<file path="config.mk">
export PLATFORM = sky130hd
export DESIGN_NAME = mem_access_sequencer
export DESIGN_NICKNAME = d
export VERILOG_FILES = /design/src/rtl/mem_access_sequencer.sv
export SDC_FILE = /design/constraint.sdc
export NUM_CORES = 1
export LEC_CHECK = 0
export ABC_AREA = 1
export CORE_UTILIZATION = 45
export CTS_CLUSTER_SIZE = 10
export DETAILED_ROUTE_END_ITERATION = 16
export GPL_ROUTABILITY_DRIVEN = 0
export PLACE_DENSITY = 0.95
export SLEW_MARGIN = 25
export SYNTH_ARGS = -nofsm -noshare
export SYNTH_HDL_FRONTEND = slang
export SYNTH_SLANG_ARGS = --single-unit
</file>
<file path="constraint.sdc">
create_clock -name clk -period 3.6 [get_ports clk]
set_input_delay 1.08 -clock clk [delete_from_list [all_inputs] [get_ports clk]]
set_output_delay 1.08 -clock clk [all_outputs]
set_load 0.02 [all_outputs]
</file>
<file path="src/rtl/mem_access_sequencer.sv">
// mem_access_sequencer
//   Sequences a multi-cycle datapath through one instruction at a time over
//   a single shared memory bus: instruction fetch, one decode cycle, an
//   optional load/store, then a one-cycle commit strobe to the datapath.
//
// Ports
//   clk, reset             clock; asynchronous active-low reset
//   active                 high while running (FETCH..COMMIT)
//   clk_enable             one-cycle commit strobe to datapath state
//   instr_address          fetch address (datapath PC)
//   instr_readdata         latched instruction word
//   data_read, data_write  load / store request for current instruction
//   data_byteenable        byte lanes for the data access
//   data_address           load/store address
//   data_writedata         store data
//   data_readdata          latched load data
//   bus_*                  memory bus master (address, strobes, lanes, data,
//                          waitrequest stall, readdata)
module mem_access_sequencer #(
  parameter logic [31:0] HALT_ADDR = 32'h0000_0000
) (
  input  logic        clk,
  input  logic        reset,
  output logic        active,
  output logic        clk_enable,
  input  logic [31:0] instr_address,
  output logic [31:0] instr_readdata,
  input  logic        data_read,
  input  logic        data_write,
  input  logic [3:0]  data_byteenable,
  input  logic [31:0] data_address,
  input  logic [31:0] data_writedata,
  output logic [31:0] data_readdata,
  output logic [31:0] bus_address,
  output logic        bus_read,
  output logic        bus_write,
  output logic [31:0] bus_writedata,
  output logic [3:0]  bus_byteenable,
  input  logic        bus_waitrequest,
  input  logic [31:0] bus_readdata
);

  localparam int unsigned AW = 32;
  localparam int unsigned DW = 32;
  localparam int unsigned BW = 4;

  typedef enum logic [2:0] {
    S_RST    = 3'd0,
    S_FETCH  = 3'd1,
    S_DECODE = 3'd2,
    S_DATA   = 3'd3,
    S_COMMIT = 3'd4,
    S_HALT   = 3'd5
  } state_t;

  state_t        state, state_n;

  // Data access captured when leaving DECODE, held for the whole DATA phase
  logic          acc_store;
  logic [AW-1:0] acc_addr;
  logic [BW-1:0] acc_be;
  logic [DW-1:0] acc_wdata;

  logic          halt_hit;
  logic          fetch_done;
  logic          load_done;
  logic          decode_acc;

  assign halt_hit   = (instr_address == HALT_ADDR);
  assign fetch_done = (state == S_FETCH) && !halt_hit && !bus_waitrequest;
  assign load_done  = (state == S_DATA) && !acc_store && !bus_waitrequest;
  assign decode_acc = (state == S_DECODE) && (data_read || data_write);

  // State register and data latches
  always_ff @(posedge clk or negedge reset) begin
    if (!reset) begin
      state          <= S_RST;
      acc_store      <= 1'b0;
      acc_addr       <= '0;
      acc_be         <= '0;
      acc_wdata      <= '0;
      instr_readdata <= '0;
      data_readdata  <= '0;
    end else begin
      state <= state_n;
      if (fetch_done) begin
        instr_readdata <= bus_readdata;
      end
      // Store wins when both requests are raised together
      if (decode_acc) begin
        acc_store <= data_write;
        acc_addr  <= data_address;
        acc_be    <= data_byteenable;
        acc_wdata <= data_write ? data_writedata : DW'(0);
      end
      if (load_done) begin
        data_readdata <= bus_readdata;
      end
    end
  end

  // Next state and bus outputs. Bus outputs decode from the registered state
  // so the fetch read can start in the same cycle the committed PC appears.
  always_comb begin
    state_n        = state;
    active         = 1'b0;
    clk_enable     = 1'b0;
    bus_read       = 1'b0;
    bus_write      = 1'b0;
    bus_address    = '0;
    bus_byteenable = '0;
    bus_writedata  = '0;

    case (state)
      S_RST: begin
        state_n = S_FETCH;
      end

      S_FETCH: begin
        active = 1'b1;
        if (halt_hit) begin
          state_n = S_HALT;
        end else begin
          bus_read       = 1'b1;
          bus_address    = instr_address;
          bus_byteenable = BW'(4'b1111);
          if (!bus_waitrequest) begin
            state_n = S_DECODE;
          end
        end
      end

      S_DECODE: begin
        active = 1'b1;
        if (data_write || data_read) begin
          state_n = S_DATA;
        end else begin
          state_n = S_COMMIT;
        end
      end

      S_DATA: begin
        active         = 1'b1;
        bus_address    = acc_addr;
        bus_byteenable = acc_be;
        if (acc_store) begin
          bus_write     = 1'b1;
          bus_writedata = acc_wdata;
        end else begin
          bus_read = 1'b1;
        end
        if (!bus_waitrequest) begin
          state_n = S_COMMIT;
        end
      end

      S_COMMIT: begin
        active     = 1'b1;
        clk_enable = 1'b1;
        state_n    = S_FETCH;
      end

      S_HALT: begin
        state_n = S_HALT;
      end

      default: begin
        state_n = S_HALT;
      end
    endcase
  end

endmodule
</file>
== Word level (Yosys, flattened, before mapping) ==
Cells that the tools add are included.
Word-level totals
  register bits: 136
  output and inout port bits: 136
  logic and storage cells: 46
Cells by class
  equal/unequal tests: 6
  multiplexer cells: 19
  reductions and logical operators: 14
Operators with widths (number)
  two-way mux 32 bit: 4
  case mux 32 bit (2 select lines): 1
  logical NOT 32 bit: 1
  two-way mux 3 bit: 4
  case mux 3 bit (4 select lines): 1
  case mux 4 bit (2 select lines): 1
  equality test 3 x 2 -> 1 bit, second input constant: 2
  two-way mux 1 bit: 6
  logical AND 1 bit: 5
  two-way mux 4 bit: 1
  OR reduction 4 bit: 1
  equality test 3 x 1 -> 1 bit, second input constant: 1
  equality test 3 bit, second input constant: 1
  logical NOT 1 bit: 3
  logical NOT 3 bit: 1
  inequality test 3 bit, second input constant: 1
  inequality test 2 bit, second input constant: 1
  case mux 1 bit (2 select lines): 1
  AND reduction 2 bit: 1
  OR reduction 2 bit: 1
  logical OR 1 bit: 1

== Depth between registers and ports, before layout ==
Gate-level depths: netlist (run 1).
  word-level depth: 4
  depth in mapped cells: 10
  depth with buffers taken out: 9

== Worst setup path before layout (run 1) ==
No wires, ideal clock.
  path type: input port to output port
  start: input port instr_address[6]
  end: output port bus_read
  data arrival time: 2.037 ns
  setup slack: 0.483 ns
  cell stages on the path: 8
  cell sequence: nor2_1 nand2_1 nor2_1 nand2_1 o21ai_4 buf_6 buf_6 o21ai_1
On the way
  word-level cells in the longest chain between the ends: 3
Ends and longest elaborated chain
  start, declared: line 26  | input logic [31:0] instr_address,
  logical NOT 32 bit: line 69  | assign halt_hit = (instr_address == HALT_ADDR);
  two-way mux 1 bit: line 121  | if (halt_hit) begin
  case mux 1 bit (2 select lines): line 114  | case (state)
  end, declared: line 35  | output logic bus_read,
Every way passes these cells.

== Final worst setup path (run 1) ==
  start: input port instr_address[25]
  end: output port bus_read
The elaborated chain is that of the path after synthesis.

==> results.cfg, run 1 <==
[status]
status = finished clean

[finish]
final_cell_mix = clkdlybuf4s50_1, nand2_1, dfrtp_1, nor2_1, o21ai_0
n_antenna_cell = 0
synthToLayoutAreaGrowth_pct = 59.6
post_route_cells_drive_above_1_share_pct = 8.64
finalInstanceArea_um2 = 9590
nets = 1062
final_common_cell = clkdlybuf4s50_1

[power]
powerDensity_nw_per_um2 = 874
total_switching_power_uw = 3210
power.static_leakage_uw = 0.00456
comb_power_share_pct = 46.9
pwr-share-clk_pct = 22.1
cell_internal_power_uw = 5160
switching_share_pct = 38.3
peak_supply_drop_mv = 0.555
pwr-share-seq_pct = 31.0

[die]
std_cell_rows = 41
chipHeight_um = 118
chipWidth_um = 118
die_area_um2 = 13800
initial_core_util_pct = 46.8
design.portCount = 273
coreArea_um2 = 12800

[synthesis]
count_of_synthesis_stage_warnings_from_yosys = 0
syn-mean-instance-area_um2 = 9.17
yosys.area.top_type_share_pct = 56.7
netlist_instances = 655
post_synth_main_area_contributors = dfrtp_1, nand2_1, mux2_1
synth_enable_flop_cells = 0
post_synth_instance_area_um2 = 6010
synth-seq-area-share_pct = 56.7
yosys_most_used_dff = dfrtp_1
synth-seq-cells = 136
asyncSetResetFlopFracSynth_pct = 100
synthDominantAreaCellType = dfrtp_1
post_synth_num_cell_types = 23
synth_nets = 792

[routing]
detail_route.iter0.violations = 411
via_count = 5736
ant_nets = 0
first_pass_iters = 5
drc_errors = 0
wl_per_cell_um = 17.4
detail_route.vias_per_cell = 5.17
drt-total-wl_mm = 19.3

[clock_tree]
cts_made_buffers = 17
cts_root_buffer = clkbuf_16
tritoncts_clock_tree = built
clkSinkCount = 136
insertion_delay_ns = 0.41
register_clock_pin_slew_on_the_reported_worst_setup_and_hold_paths_ns = 0.06
cts_max_path_buffers = 2
cts-hold-fix-buffers = 0
cts.htree.levels = 4

[place]
placement.setup.worst_slack_ns = -0.566
portBuffers = 272
place_hpwl_mm = 13.4
place_area_um2 = 8900

[worst_setup_path]
critical_path.endpoint_type = output pin
rr_startpoint = state[0]$_DFFE_PN0P_
timing.critical_path.from = instr_address[25]
max_stage_delay_ns = 0.25
critical_path_class = primary input to output pin
cp_cell_instances = dlygate4sd2_1 > nor2_1 > nand3_2 > nor2_2 > nand2_2 > o21ai_4 > buf_6 > o21ai_1 > buf_4
required_ns = 2.52
timing.critical_path.arrival_ns = 2.45
timing.critical_path.from_type = primary input
cp_max_fo = 4
critical-path-slowest-cell = dlygate4sd2_1

[timing]
setup_tns_ns = 0
finalWorstPathRequiredPeriod_ns = 3.53
timing_worst_slew_pin_value_ns = 0.772
unrepaired_setup_endpoints_after_global_routing = no
hold_viol_final = 0
slew_viol_final = 0
hold_slack_ns = 0.480
worst_clk_skew_ns = 0.00502
slew_headroom_pct = 48.4
max_clock_freq_ghz = 0.283
setup_slack_ns = 0.0682
setup_violations = 0
tcrit_tclk_final_pct = 98.1

[min_path]
holdCritStartpoint = acc_be[2]$_DFFE_PN0P_
holdCritPathClass = flop to flop

[grt]
grt_first_pass_wirelength_mm = 30.2
grt_antenna_before_repair = 0
global_route.overflow_total = 0
grt_pass1_vias = 5839
grt_start_max_net_pins = 55
global_route.usage.total_pct = 28.3

[flow_run]
maxCapViolCount = 0
[final timing paths]
path,endpoint,slack [ns],cells after the start
min in group asynchronous,data_readdata[3]$_DFFE_PN0P_,0.62,1
worst min-delay path,acc_be[2]$_DFFE_PN0P_,0.48,2
max in group asynchronous,data_readdata[30]$_DFFE_PN0P_,2.30,2
worst min register to register,acc_be[2]$_DFFE_PN0P_,0.48,2
worst max register to register,instr_readdata[14]$_DFFE_PN0P_,1.10,11
worst max-delay path,bus_read,0.07,9
[routing by layer]
layer,global-route usage [%],routed length [um],vias up
met5,0,0,-
met4,14.3,710,0
met3,9.06,1600,53
met2,47.4,9600,279
met1,32.5,7400,2748
li1,-,-,2656
[power by group through the flow]
| stage | clock network [uW] | logic (uW) | registers, uW |
|---|---|---|---|
| 4_1_cts | 1880 | 3950 | 2600 |
| 5_1_grt | 1940 | 4200 | 2670 |
| 3_3_place_gp | 0 | 3800 | 2560 |
| 6_report | 1850 | 3930 | 2600 |
| 3_5_place_dp | 0 | 3890 | 2610 |
| 2_1_floorplan | 0 | 1700 | 2960 |
[worst max-delay path, delay by kind of cell]
kind | cells | cell delay (ns)
compound gates | 2 | 0.29
buf+inv | 3 | 0.55
simple gates | 4 | 0.53
[kinds of logic (layout without fill, tap and decap cells)]
logic type / Yosys count / in the layout / share of synthesized area, %
mux: 32 / 32 / 6.00
simple gates: 299 / 299 / 20.1
buf+inv: 85 / 368 / 6.50
compound gates: 102 / 102 / 10.6
flops: 136 / 136 / 56.7
xor+xnor: 1 / 1 / 0.146
[timing repair]
item,CTS,global route
buffers inserted,2,0
hold endpoints to repair,0,0
pin swaps,16,19
endpoints found under the setup margin,12,41
resized for setup,48,24
[flip-flops by register name (all words and copies together) (netlist names)]
| name | count |
|---|---|
| acc_addr | 32 |
| acc_store | 1 |
| state | 3 |
| acc_wdata | 32 |
| instr_readdata | 32 |
| data_readdata | 32 |
| acc_be | 4 |
[synth_stat cells, types with 9 or more instances]
master and instances:
nand2_1 201, dfrtp_1 136, nor2_1 58, o21ai_0 52, inv_1 37, nand3_1 34
mux2_1 32, a22o_1 30, buf_2 18, o21ai_1 17, clkbuf_1 12, buf_4 9
[final cells by class]
class                      count  area (um2)
inverter                      43         169
clock buffer                  21         460
multi-input combinational    434        2250
sequential                   136        3400
timing repair buffer         293        2920
tap                          172         215
clock inverter                11         171
fill                         874        3240
[per-stage QoR]
step	power (uW)	instances	util, %
2_1_floorplan	4660	655	-
3_3_place_gp	6370	1076	69.4
3_5_place_dp	6500	1076	69.4
4_1_cts	8420	1110	74.4
5_1_grt	8810	1110	74.8
6_report	8380	1110	74.8
(Power assumes the default switching activity.)
==> inputs of run 2 (changes only) <==
--- a/config.mk
+++ b/config.mk
@@ -11,6 +11,7 @@
 export DETAILED_ROUTE_END_ITERATION = 16
 export GPL_ROUTABILITY_DRIVEN = 0
 export PLACE_DENSITY = 0.95
+export SKIP_CTS_REPAIR_TIMING = 1
 export SLEW_MARGIN = 25
 export SYNTH_ARGS = -nofsm -noshare
 export SYNTH_HDL_FRONTEND = slang
==> run 2 against run 1 <==
  * Final cell count about the same
  * First-iteration DRC count up 0.73%
  * Setup slack better by 0.0032 ns
  * Highest routed layer unchanged
  * Largest power group unchanged
  * Critical endpoint is now bus_byteenable[1]
  * Clock skew up 0.00068 ns
  * Via count up 0.70%
  * Register-to-register slack better by 0.11 ns
  * Fmax about the same
==> results.cfg, run 2 (synthesis gave the netlist of run 1 again) <==
[status]
status = finished clean

[finish]
n_antenna_cell = 0
post_route_cells_drive_above_1_share_pct = 8.63
nets = 1063
final_common_cell = clkdlybuf4s50_1
final_cell_mix = clkdlybuf4s50_1, nand2_1, dfrtp_1, o21ai_0, nor2_1
synthToLayoutAreaGrowth_pct = 61.0
finalInstanceArea_um2 = 9670

[clock_tree]
cts_root_buffer = clkbuf_16
register_clock_pin_slew_on_the_reported_worst_setup_and_hold_paths_ns = 0.06
clkSinkCount = 136
insertion_delay_ns = 0.41
tritoncts_clock_tree = built
cts_made_buffers = 17
cts.htree.levels = 4
cts_max_path_buffers = 2

[worst_setup_path]
worst_path_dominant_cell_family = simple AND/OR/NAND/NOR gates
critical_path.endpoint_type = output pin
cp.buffers_inverters = 4
critical-path-slowest-cell = o21ai_4
timing.critical_path.arrival_ns = 2.45
timing.critical_path.from_type = primary input
cp_max_fo = 4
critical_path_class = primary input to output pin
critPathMostFrequentCell = buf_6
cp_cell_instances = dlymetal6s2s_1 > nor2_1 > nand3_2 > nor2_2 > nand2_2 > o21ai_4 > buf_6 > buf_4 > nand2_1 > buf_6
max_stage_delay_ns = 0.24
required_ns = 2.52

[routing]
first_pass_iters = 4
drc_errors = 0
wl_per_cell_um = 17.5
detail_route.iter0.violations = 414
via_count = 5776
ant_nets = 0
drt-total-wl_mm = 19.4
detail_route.vias_per_cell = 5.20

[grt]
grt_start_max_net_pins = 55
grt_first_pass_wirelength_mm = 30.1
global_route.usage.total_pct = 28.1
global_route.overflow_total = 0
grt_antenna_before_repair = 0
grt_pass1_vias = 5838

[timing]
hold_viol_final = 0
slew_headroom_pct = 48.9
timing_worst_slew_pin_value_ns = 0.764
tcrit_tclk_final_pct = 98.0
slew_viol_final = 0
worst_clk_skew_ns = 0.00570
max_clock_freq_ghz = 0.283
hold_slack_ns = 0.481
setup_violations = 0
finalWorstPathRequiredPeriod_ns = 3.53

[flow_run]
maxCapViolCount = 0

[power]
power.static_leakage_uw = 0.00470
post-layout-total-power_uw = 8420
powerDensity_nw_per_um2 = 870
peak_supply_drop_mv = 0.555

[die]
chipWidth_um = 118
coreArea_um2 = 12800
chipHeight_um = 118
die_area_um2 = 13800
std_cell_rows = 41
initial_core_util_pct = 46.8
design.portCount = 273

[place]
portBuffers = 272
place_hpwl_mm = 13.4
place_area_um2 = 8900

[min_path]
holdCritPathClass = flop to flop
-- run 2: cell types whose count changed in the layout (fill, tap and decap cells not counted) --
cell,change
buf_2,-3
buf_6,+1
clkbuf_2,+1
dlygate4sd2_1,-15
dlymetal6s2s_1,+17
nor2_1,-1
nor2_2,+1
-- run 2: report_power, final --
part	internal [uW]	leakage, uW	switching, uW
combinational	1760	0.00270	2210
clock	1200	0.000303	653
sequential	2240	0.00170	363
total	5190	0.00470	3220
-- run 2: area by class of cell --
type	instances	area [um2]
Sequential cell	136	3400
Timing Repair Buffer	294	3000
Clock inverter	11	171
Tap cell	172	215
Inverter	43	169
Clock buffer	21	460
Fill cell	841	3150
Multi-Input combinational cell	434	2250
-- run 2: through the flow --
stage | std cells | util, % | TNS (ns) | setup WS (ns)
global route | 1111 | 75.4 | -0.000780 | -0.000780
detailed placement | 1076 | 69.4 | -2.59 | -0.566
finish | 1111 | 75.4 | 0 | 0.0714
floorplan | 655 | - | 0 | 0.483
global placement | 1076 | 69.4 | -2.34 | -0.512
CTS | 1108 | 74.3 | -2.90 | -0.579
-- run 2: worst paths after layout --
check                                 startpoint                        endpoint  slack [ns]  depth (start not counted)
max                            instr_address[25]               bus_byteenable[1]        0.07                         10
min                        acc_be[1]$_DFFE_PN0P_           acc_be[1]$_DFFE_PN0P_        0.48                          2
max reg2reg                 state[0]$_DFFE_PN0P_  instr_readdata[14]$_DFFE_PN0P_        1.21                         10
min reg2reg                acc_be[1]$_DFFE_PN0P_           acc_be[1]$_DFFE_PN0P_        0.48                          2
max in group asynchronous                  reset        acc_addr[19]$_DFFE_PN0P_        2.29                          2
min in group asynchronous                  reset   data_readdata[10]$_DFFE_PN0P_        0.62                          1
-- run 2: worst min-delay path: cells and delay by family, from the launching register on --
family | cells | cell delay [ns]
flip-flops | 1 | 0.34
AND/OR/NAND/NOR | 2 | 0.10
-- run 2: layer usage --
layer | routed length [um] | share of wire, % | GRT usage (%)
met1 | 7370 | 38 | 32.2
met2 | 9620 | 50 | 46.7
met3 | 1690 | 8.7 | 9.21
met4 | 749 | 3.9 | 14.9
met5 | 0 | 0 | 0
